`src/rtl/pwm_sequencer_if.sv`:
```
// -----------------------------------------------------------------------------
// pwm_sequencer_if
// Bundles the control, table-write and compare-output signals of the PWM step
// sequencer.  Signal prefixes are from the sequencer's point of view:
//   i_* : driven by the register file / PWM counter (master) into the sequencer
//   o_* : driven by the sequencer (slave) towards the PWM compare inputs
// Modports:
//   master : register-file / PWM side
//   slave  : sequencer side
// -----------------------------------------------------------------------------
`timescale 1ns/1ps
interface pwm_sequencer_if #(
    parameter int unsigned CHANNELS     = 4,
    parameter int unsigned WIDTH        = 16,
    parameter int unsigned DEPTH        = 16,
    parameter int unsigned REPEAT_WIDTH = 8
);
    localparam int unsigned STEP_BITS = $clog2(DEPTH);

    logic                      i_start;
    logic                      i_stop;
    logic                      i_loop;
    logic [STEP_BITS-1:0]      i_length;
    logic [REPEAT_WIDTH-1:0]   i_repeat;
    logic [CHANNELS-1:0]       i_channel_mask;
    logic                      i_period_end;
    logic                      i_table_we;
    logic [STEP_BITS-1:0]      i_table_address;
    logic [WIDTH-1:0]          i_table_data;
    logic [CHANNELS*WIDTH-1:0] o_compare_value;
    logic [CHANNELS-1:0]       o_compare_update;
    logic                      o_busy;
    logic                      o_done;
    logic [STEP_BITS-1:0]      o_step_index;

    modport master (
        output i_start, i_stop, i_loop, i_length, i_repeat, i_channel_mask,
               i_period_end, i_table_we, i_table_address, i_table_data,
        input  o_compare_value, o_compare_update, o_busy, o_done, o_step_index
    );

    modport slave (
        input  i_start, i_stop, i_loop, i_length, i_repeat, i_channel_mask,
               i_period_end, i_table_we, i_table_address, i_table_data,
        output o_compare_value, o_compare_update, o_busy, o_done, o_step_index
    );
endinterface

```
`src/rtl/pwm_sequencer.sv`:
```
// -----------------------------------------------------------------------------
// pwm_sequencer
// Steps the per-channel PWM compare values through a DEPTH-entry table.  Each
// entry is held for repeat+1 PWM periods; changes happen only on the clock
// edge that samples period_end, so compare values switch at period boundaries.
// Ports:
//   clk  : clock
//   rst  : asynchronous, active-low reset
//   bus  : pwm_sequencer_if.slave (start/stop/config, table write port,
//          compare_value/compare_update outputs, busy/done/step_index)
// Build option:
//   PWM_SEQ_PHASE_EN : channel i loads entry (step_index + i) mod DEPTH
//                      instead of entry step_index.
// -----------------------------------------------------------------------------
`timescale 1ns/1ps
module pwm_sequencer #(
    parameter int unsigned CHANNELS     = 4,
    parameter int unsigned WIDTH        = 16,
    parameter int unsigned DEPTH        = 16,
    parameter int unsigned REPEAT_WIDTH = 8
) (
    input  logic          clk,
    input  logic          rst,
    pwm_sequencer_if.slave bus
);
    localparam int unsigned STEP_BITS = $clog2(DEPTH);

    typedef enum logic [1:0] {
        S_IDLE,
        S_ARM,
        S_RUN
    } state_t;

    state_t                          r_state;
    state_t                          w_state_next;

    logic [WIDTH-1:0]                r_table [DEPTH];
    logic                            r_cfg_loop;
    logic [STEP_BITS-1:0]            r_cfg_length;
    logic [REPEAT_WIDTH-1:0]         r_cfg_repeat;
    logic [CHANNELS-1:0]             r_cfg_mask;
    logic [REPEAT_WIDTH-1:0]         r_rpt_cnt;
    logic [STEP_BITS-1:0]            r_step;
    logic [CHANNELS-1:0][WIDTH-1:0]  r_compare;
    logic [CHANNELS-1:0]             r_update;
    logic                            r_done;

    logic                            w_accept_start;
    logic                            w_load;
    logic                            w_done;
    logic [STEP_BITS-1:0]            w_step_next;
    logic [REPEAT_WIDTH-1:0]         w_cnt_next;
    logic [CHANNELS-1:0][STEP_BITS-1:0] w_entry_idx;

    // Next-state / step control.  r_rpt_cnt counts the periods still to hold
    // the current entry after its load pulse.  done fires on the last held
    // period of the last step, so a non-looping run takes exactly
    // (length+1)*(repeat+1) period_end pulses.
    always_comb begin
        w_state_next   = r_state;
        w_accept_start = 1'b0;
        w_load         = 1'b0;
        w_done         = 1'b0;
        w_step_next    = r_step;
        w_cnt_next     = r_rpt_cnt;

        if (bus.i_stop) begin
            w_state_next = S_IDLE;
        end else begin
            case (r_state)
                S_IDLE: begin
                    if (bus.i_start) begin
                        w_accept_start = 1'b1;
                        w_state_next   = S_ARM;
                        w_step_next    = '0;
                    end
                end
                S_ARM, S_RUN: begin
                    if (bus.i_period_end) begin
                        if (r_state == S_RUN && r_rpt_cnt != '0) begin
                            w_cnt_next = r_rpt_cnt - 1'b1;
                            if (r_rpt_cnt == REPEAT_WIDTH'(1) &&
                                r_step == r_cfg_length && !r_cfg_loop) begin
                                w_done = 1'b1;
                            end
                        end else begin
                            w_load     = 1'b1;
                            w_cnt_next = r_cfg_repeat;
                            if (r_state == S_RUN && r_step < r_cfg_length) begin
                                w_step_next = r_step + 1'b1;
                            end else begin
                                w_step_next = '0;
                            end
                            w_state_next = S_RUN;
                            if (r_cfg_repeat == '0 && w_step_next == r_cfg_length &&
                                !r_cfg_loop) begin
                                w_done = 1'b1;
                            end
                        end
                        if (w_done) begin
                            w_state_next = S_IDLE;
                        end
                    end
                end
                default: w_state_next = S_IDLE;
            endcase
        end
    end

    // Table entry loaded by each channel for the step being entered.
    always_comb begin
        for (int unsigned i = 0; i < CHANNELS; i++) begin
`ifdef PWM_SEQ_PHASE_EN
            w_entry_idx[i] = w_step_next + STEP_BITS'(i);
`else
            w_entry_idx[i] = w_step_next;
`endif
        end
    end

    always_ff @(posedge clk or negedge rst) begin
        if (!rst) begin
            r_state <= S_IDLE;
        end else begin
            r_state <= w_state_next;
        end
    end

    always_ff @(posedge clk or negedge rst) begin
        if (!rst) begin
            for (int unsigned k = 0; k < DEPTH; k++) begin
                r_table[k] <= '0;
            end
        end else if (bus.i_table_we) begin
            r_table[bus.i_table_address] <= bus.i_table_data;
        end
    end

    always_ff @(posedge clk or negedge rst) begin
        if (!rst) begin
            r_cfg_loop   <= 1'b0;
            r_cfg_length <= '0;
            r_cfg_repeat <= '0;
            r_cfg_mask   <= '0;
            r_rpt_cnt    <= '0;
            r_step       <= '0;
            r_compare    <= '0;
            r_update     <= '0;
            r_done       <= 1'b0;
        end else begin
            r_step    <= w_step_next;
            r_rpt_cnt <= w_cnt_next;
            r_done    <= w_done;
            if (w_accept_start) begin
                r_cfg_loop   <= bus.i_loop;
                r_cfg_length <= bus.i_length;
                r_cfg_repeat <= bus.i_repeat;
                r_cfg_mask   <= bus.i_channel_mask;
            end
            for (int unsigned i = 0; i < CHANNELS; i++) begin
                if (w_load && r_cfg_mask[i]) begin
                    r_compare[i] <= r_table[w_entry_idx[i]];
                    r_update[i]  <= 1'b1;
                end else begin
                    r_update[i]  <= 1'b0;
                end
            end
        end
    end

    assign bus.o_compare_value  = r_compare;
    assign bus.o_compare_update = r_update;
    assign bus.o_busy           = (r_state != S_IDLE);
    assign bus.o_done           = r_done;
    assign bus.o_step_index     = r_step;
endmodule

```
`src/flat_wrapper.sv`:
```
// flat-port wrapper written by rule: the top's interface ports become plain ports
module pwm_sequencer_flat 
#(
    parameter int unsigned CHANNELS     = 4,
    parameter int unsigned WIDTH        = 16,
    parameter int unsigned DEPTH        = 16,
    parameter int unsigned REPEAT_WIDTH = 8
)
  (clk, rst, bus_i_start, bus_i_stop, bus_i_loop, bus_i_length, bus_i_repeat, bus_i_channel_mask, bus_i_period_end, bus_i_table_we, bus_i_table_address, bus_i_table_data, bus_o_compare_value, bus_o_compare_update, bus_o_busy, bus_o_done, bus_o_step_index);
  pwm_sequencer_if #(.CHANNELS(CHANNELS), .WIDTH(WIDTH), .DEPTH(DEPTH), .REPEAT_WIDTH(REPEAT_WIDTH)) bus_i ();
  input  logic clk;
  input  logic rst;
  input wire logic [$bits(bus_i.i_start)-1:0] bus_i_start;
  input wire logic [$bits(bus_i.i_stop)-1:0] bus_i_stop;
  input wire logic [$bits(bus_i.i_loop)-1:0] bus_i_loop;
  input wire logic [$bits(bus_i.i_length)-1:0] bus_i_length;
  input wire logic [$bits(bus_i.i_repeat)-1:0] bus_i_repeat;
  input wire logic [$bits(bus_i.i_channel_mask)-1:0] bus_i_channel_mask;
  input wire logic [$bits(bus_i.i_period_end)-1:0] bus_i_period_end;
  input wire logic [$bits(bus_i.i_table_we)-1:0] bus_i_table_we;
  input wire logic [$bits(bus_i.i_table_address)-1:0] bus_i_table_address;
  input wire logic [$bits(bus_i.i_table_data)-1:0] bus_i_table_data;
  output wire logic [$bits(bus_i.o_compare_value)-1:0] bus_o_compare_value;
  output wire logic [$bits(bus_i.o_compare_update)-1:0] bus_o_compare_update;
  output wire logic [$bits(bus_i.o_busy)-1:0] bus_o_busy;
  output wire logic [$bits(bus_i.o_done)-1:0] bus_o_done;
  output wire logic [$bits(bus_i.o_step_index)-1:0] bus_o_step_index;
  assign bus_i.i_start = bus_i_start;
  assign bus_i.i_stop = bus_i_stop;
  assign bus_i.i_loop = bus_i_loop;
  assign bus_i.i_length = bus_i_length;
  assign bus_i.i_repeat = bus_i_repeat;
  assign bus_i.i_channel_mask = bus_i_channel_mask;
  assign bus_i.i_period_end = bus_i_period_end;
  assign bus_i.i_table_we = bus_i_table_we;
  assign bus_i.i_table_address = bus_i_table_address;
  assign bus_i.i_table_data = bus_i_table_data;
  assign bus_o_compare_value = bus_i.o_compare_value;
  assign bus_o_compare_update = bus_i.o_compare_update;
  assign bus_o_busy = bus_i.o_busy;
  assign bus_o_done = bus_i.o_done;
  assign bus_o_step_index = bus_i.o_step_index;
  pwm_sequencer #(.CHANNELS(CHANNELS), .WIDTH(WIDTH), .DEPTH(DEPTH), .REPEAT_WIDTH(REPEAT_WIDTH)) u_core (.clk(clk), .rst(rst), .bus(bus_i));
endmodule
```
`config.mk`:
```
export PLATFORM = sky130hd
export DESIGN_NAME = pwm_sequencer_flat
export DESIGN_NICKNAME = d
export VERILOG_FILES = /design/src/rtl/pwm_sequencer_if.sv /design/src/rtl/pwm_sequencer.sv /design/src/flat_wrapper.sv
export SDC_FILE = /design/constraint.sdc
export NUM_CORES = 1
export LEC_CHECK = 0
export CAP_MARGIN = 20
export CORE_UTILIZATION = 40
export DETAILED_ROUTE_END_ITERATION = 8
export GPL_ROUTABILITY_DRIVEN = 0
export PLACE_DENSITY_LB_ADDON = 0.05
export SYNTH_ARGS = -nofsm -noshare
export SYNTH_HDL_FRONTEND = slang
export SYNTH_SLANG_ARGS = --single-unit
export TNS_END_PERCENT = 10
```
`constraint.sdc`:
```
create_clock -name clk -period 6.74 [get_ports clk]
set_input_delay 1.685 -clock clk [delete_from_list [all_inputs] [get_ports clk]]
set_output_delay 1.685 -clock clk [all_outputs]
set_load 0.05 [all_outputs]
```
; Yosys cells after proc, flatten, opt, wreduce, memory -nomap -nowiden
; Cells that the tools add are included.
[word_totals]
regBits = 356
in_bits = 43
elab_cells = 108
[classes]
addsub = 2
magnitude_cmp = 4
n_eq_ne = 8
muxes = 43
n_bitwise = 3
n_reduce_logical = 19
[ops]
columns = op, count
row1 = $bwmux W256, 1
row2 = $bmux W16 S4, 1
row3 = $demux W16 S4, 1
row4 = $mux W16, 3
row5 = $mux W4, 9
row6 = $mux W1, 20
row7 = $logic_and A1 B1 Y1, 11
row8 = $ge A5 B5 Y1 const B, 2
row9 = $mux W2, 5
row10 = $not A4 Y5, 2
row11 = $eq A4 B4 Y1, 2
row12 = $eq A8 B1 Y1 const B, 1
row13 = $logic_not A8 Y1, 1
row14 = $mux W8, 1
row15 = $pmux W4 S2, 1
row16 = $reduce_bool A8 Y1, 1
row17 = $sub A8 B1 Y8 const B, 1
row18 = $ne A3 B3 Y1 const B, 2
row19 = $reduce_and A3 Y1, 2
row20 = $lt A5 B1 Y1 const B, 1
row21 = $add A4 B1 Y4 const B, 1
row22 = $lt A4 B4 Y1, 1
row23 = $ne A4 B4 Y1 const B, 1
row24 = $pmux W2 S2, 1
row25 = other kinds (7), 7

; Depth between registers and ports, before layout
[logic_depth]
word_depth = 19
mapped_depth = 14

; Least setup slack after synthesis
; No wires, ideal clock.
[synth_path]
path_type = input port to flip-flop
startpoint = input bus_i_stop
endpoint = register u_core.r_compare, in the netlist u_core.bus.o_compare_value[11]
arrival_ns = 3.739
t_required_ns = 6.615
path_slack_ns = 2.876
stages = 10
n_path_buf = 2
cell_sequence = nand4bb_1 -> or3_4 -> nor4_4 -> nor2_2 -> buf_6 -> buf_6 -> mux2_4 -> o211ai_2 -> o221ai_2 -> mux2_2
[synth_between]
elab_chain_cells = 5
elab_cells_between_ends = 7
[synth_rtl]
columns = item, line
row1 = from (decl), flat_wrapper.sv:14  ; input wire logic [$bits(bus_i.i_stop)-1:0] bus_i_stop;
row2 = $mux W4, pwm_sequencer.sv:67  ; if (bus.i_stop) begin
row3 = $not A4 Y5 (implied by the code), pwm_sequencer.sv:162  ; r_compare[i] <= r_table[w_entry_idx[i]];
row4 = $bmux W16 S4, pwm_sequencer.sv:162
row5 = $mux W16 (implied by the code) (2 in a row), pwm_sequencer.sv:162
row6 = "to (signal, indexed assignment)", pwm_sequencer.sv:162
row7 = to (decl), pwm_sequencer.sv:44  ; logic [CHANNELS-1:0][WIDTH-1:0] r_compare;
; Parallel ways exist; a longest one is shown, timed or not. The select of a mux whose other input is x is not followed.
; A chain may end at the register's enable or synchronous reset.

; Worst setup path in the final report
[layout_path]
startpoint = input bus_i_stop
endpoint = register u_core.r_compare, in the netlist u_core.bus.o_compare_value[23]
; The elaborated chain is that of the path after synthesis.

==> impl_metrics.tcl <==
set metrics [dict create \
    cts_tree "built" \
    r2r_start "u_core.bus.o_step_index[0]" \
    ys_ff_latch 356 \
    num_rows 74 \
    reg2reg_to "u_core.bus.o_compare_value[31]" \
    track_usage_pct 23.4 \
    htree_num_levels 2 \
    finalCritPeriodShare_pct 70.4 \
    cp-endpoint "u_core.bus.o_compare_value[23]" \
    cts_buffers 42 \
    ys.flop_type "dfrtp_1" \
    post_cts_resized 0 \
    power_switching_mw 2.34 \
    postCtsSetupBuffers 0 \
    yosys.area.top_type "dfrtp_1" \
    drc 0 \
    die_w_um 206 \
    area_delta_synth_final_pct 18.9 \
    grt_max_degree 146 \
    async_reset_ff_share_pct 100 \
    start_kind "primary input" \
    antenna_found_initial 0 \
    ctsHoldBuffers 0 \
    grt_first_pass_wirelength_mm 74.4 \
    ys_top_cells_by_area "dfrtp_1 54%, mux2_2 25%, nand3_1 2.7%" \
    die-area_mm2 0.0424 \
    r2r_slack_ps 2640 \
    core_region_area_mm2 0.0409 \
    finalMaxSlewViolations 0 \
    hold_viol_final 0 \
    syn_inst 1333 \
    endpoint_kind "flip-flop" \
    vias 11400 \
    routed_wl_mm 47.9 \
    finalClockSkew_ps 28.3 \
    drive_gt1_share_pct 35.3 \
    die_y_um 206 \
    cp_max_fo 30 \
    fillers 3716 \
    drtPass1Iterations 5 \
    syn-cell-area_mm2 0.0166 \
    viasPerCell 5.73 \
    port_buffers 116 \
    period_needed_ps 4750 \
    synth_edf_count 0 \
    pin_count 117 \
    yosysSeqAreaShare_pct 53.6 \
    switching_share_pct 31.6 \
    synth_fp_nets 1387 \
    clk_pin_slew_ps 60 \
    ys_types 58 \
    gr-total-overflow 0 \
    outcome "finished clean" \
    startpoint "bus_i_stop" \
    initialDrtViolationCount 751 \
    cts_max_path_buffers 3 \
    root_buffer "clkbuf_16" \
    internal-power_mw 5.05 \
    p_clk_share_pct 31.6 \
    start_util_pct 40.6 \
    synth_top_area_share_pct 53.6 \
    worst-setup-path-type "in -> reg" \
    hpwl_mm 28.8 \
    p_comb_share_pct 27.3 \
    reg2regPathDepth 10 \
    cp.required_ps 7250 \
    tightest_slew_ps 1080 \
    antenna_left 0 \
    grt_pass1_vias 11800 \
    crit_arrival_ps 5250 \
    worst_hold_path_type "reg -> reg" \
    wl_per_cell_um 24.1 \
    fin_nets 1478 \
    ir_worst_vdd_mv 0.243 \
    power_frac_seq_pct 41.1 \
    p_per_area_mw_per_mm2 373 \
    rsz0062_at_grt "false" \
    p_leak_nw 8.44 \
    whs_ps 497 \
    max_freq_mhz 211 \
    finalSetupViolCount 0 \
    yosys_warnings 0 \
    syn-mean-instance-area_um2 12.5 \
    cts_sinks 356 \
    drv_cap 0 \
    clock_latency_ps 570 \
    diodes 0 \
    slew-limit-headroom_pct 28.0 \
    setup_tns_ps 0 \
]
-- worst max-delay path, stage by stage --
cell and delay (ps):
clkdlybuf4s50_1 490, nand4bb_1 380, or3_4 440, nor4_4 230, nor2_4 170, inv_2 350
buf_4 450, a211oi_1 140, a31o_2 250, o221ai_1 380, mux2_2 240
-- cells in the mapped netlist (all sizes together) (4+ instances only) --
cell,instances
a211oi,33
nor4,5
nor2b,4
nand2b,9
o21a,5
or3,4
nor2,29
clkbuf,75
o21ai,63
o211ai,18
nand2,52
a31o,16
inv,12
a21oi,13
o221ai,16
dfrtp,356
mux2,370
buf,30
nand3,91
and3,39
nor3,9
o2111ai,16
nand4,22
ha,11
-- routing by layer --
metal	share of wire, %	vias to the layer above	global-route usage [%]
met4	2.7	0	7.30
met2	48	217	38.2
met1	45	5990	31.7
met3	3.7	83	3.67
li1	-	5101	-
met5	0	-	0
-- registers in the layout (all words and copies together), names as in the netlist, 2 cells and up --
register,flops
u_core.r_state,2
u_core.bus.o_step_index,4
u_core.r_cfg_length,4
u_core.r_cfg_repeat,8
u_core.r_cfg_mask,4
u_core.r_rpt_cnt,8
u_core.bus.o_compare_value,64
u_core.r_table,256
u_core.bus.o_compare_update,4
-- layout make-up --
| class | count | area, µm² | area share [%] |
|---|---|---|---|
| Sequential cell | 356 | 8910 | 45.0 |
| Multi-Input combinational cell | 860 | 7280 | 36.8 |
| Timing Repair Buffer | 152 | 1460 | 7.36 |
| Clock buffer | 66 | 1280 | 6.48 |
| Tap cell | 532 | 666 | 3.36 |
| Clock inverter | 9 | 143 | 0.721 |
| Inverter | 12 | 45.0 | 0.228 |
-- kinds of logic (layout without fill, tap and decap cells) --
family / after synthesis / in the layout / share of synthesized area [%]
muxes: 370 / 370 / 25.1
DFF: 356 / 356 / 53.6
and+or+nand+nor: 276 / 276 / 8.68
AOI/OAI and AO/OA: 198 / 198 / 8.56
buffers and inverters: 117 / 239 / 2.98
adders and majority gates: 11 / 11 / 0.827
xor gates and xnor gates: 5 / 5 / 0.263
-- power groups by stage --
stage	clock (mW)	sequential [mW]	combinational (mW)
CTS	2.39	3.04	2.05
floorplan	0	3.48	0.944
global route	2.47	3.12	2.17
detailed placement	0	3.07	2.04
finish	2.33	3.04	2.02
global placement	0	3.06	2.01
-- per-stage QoR --
| stage | util, % | cells | worst slack (ps) | instance area [µm²] | power, mW |
|---|---|---|---|---|---|
| after floorplan | - | 1333 | 2880 | 16600 | 4.43 |
| after global placement | 44.8 | 1911 | 1470 | 18300 | 5.08 |
| after detailed placement | 44.8 | 1911 | 1420 | 18300 | 5.11 |
| after CTS | 48.3 | 1986 | 2020 | 19800 | 7.47 |
| after global routing | 48.3 | 1987 | 1800 | 19800 | 7.76 |
| final | 48.3 | 1987 | 1990 | 19800 | 7.39 |
-- cells in the final DEF, fill, tap and decap left out, types with 4 or more instances in the layout --
cell type and instances:
inv_1 11, o221ai_1 12, clkbuf_8 12, nand2_1 52, nand2b_1 9, a31o_2 16
a211oi_1 33, clkdlybuf4s50_1 115, o2111ai_1 16, clkinv_2 4, a21oi_1 12, o211ai_1 14
nor3_1 8, nor2_2 6, mux2_4 4, o221ai_2 4, nor2_1 21, and3_1 39
mux2_2 366, nand4_1 22, buf_4 34, nand3_1 91, nor2b_1 4, o21a_1 5
nor4_1 4, clkbuf_1 11, clkbuf_16 43, o211ai_2 4, ha_1 11, dfrtp_1 356
o21ai_0 58
-- worst min path at each step --
stage                         start              endpoint  slack, ps  cells after the start
6_report         u_core.r_table[48]    u_core.r_table[48]        500                      1
5_1_grt         u_core.r_table[239]   u_core.r_table[239]        510                      1
4_1_cts        u_core.r_cfg_mask[3]  u_core.r_cfg_mask[3]        500                      1
3_5_place_dp   u_core.r_cfg_mask[3]  u_core.r_cfg_mask[3]        490                      1
3_3_place_gp   u_core.r_cfg_mask[3]  u_core.r_cfg_mask[3]        480                      1
2_1_floorplan  u_core.r_cfg_mask[0]  u_core.r_cfg_mask[0]        470                      1
Power figures use the tool's default switching activity.
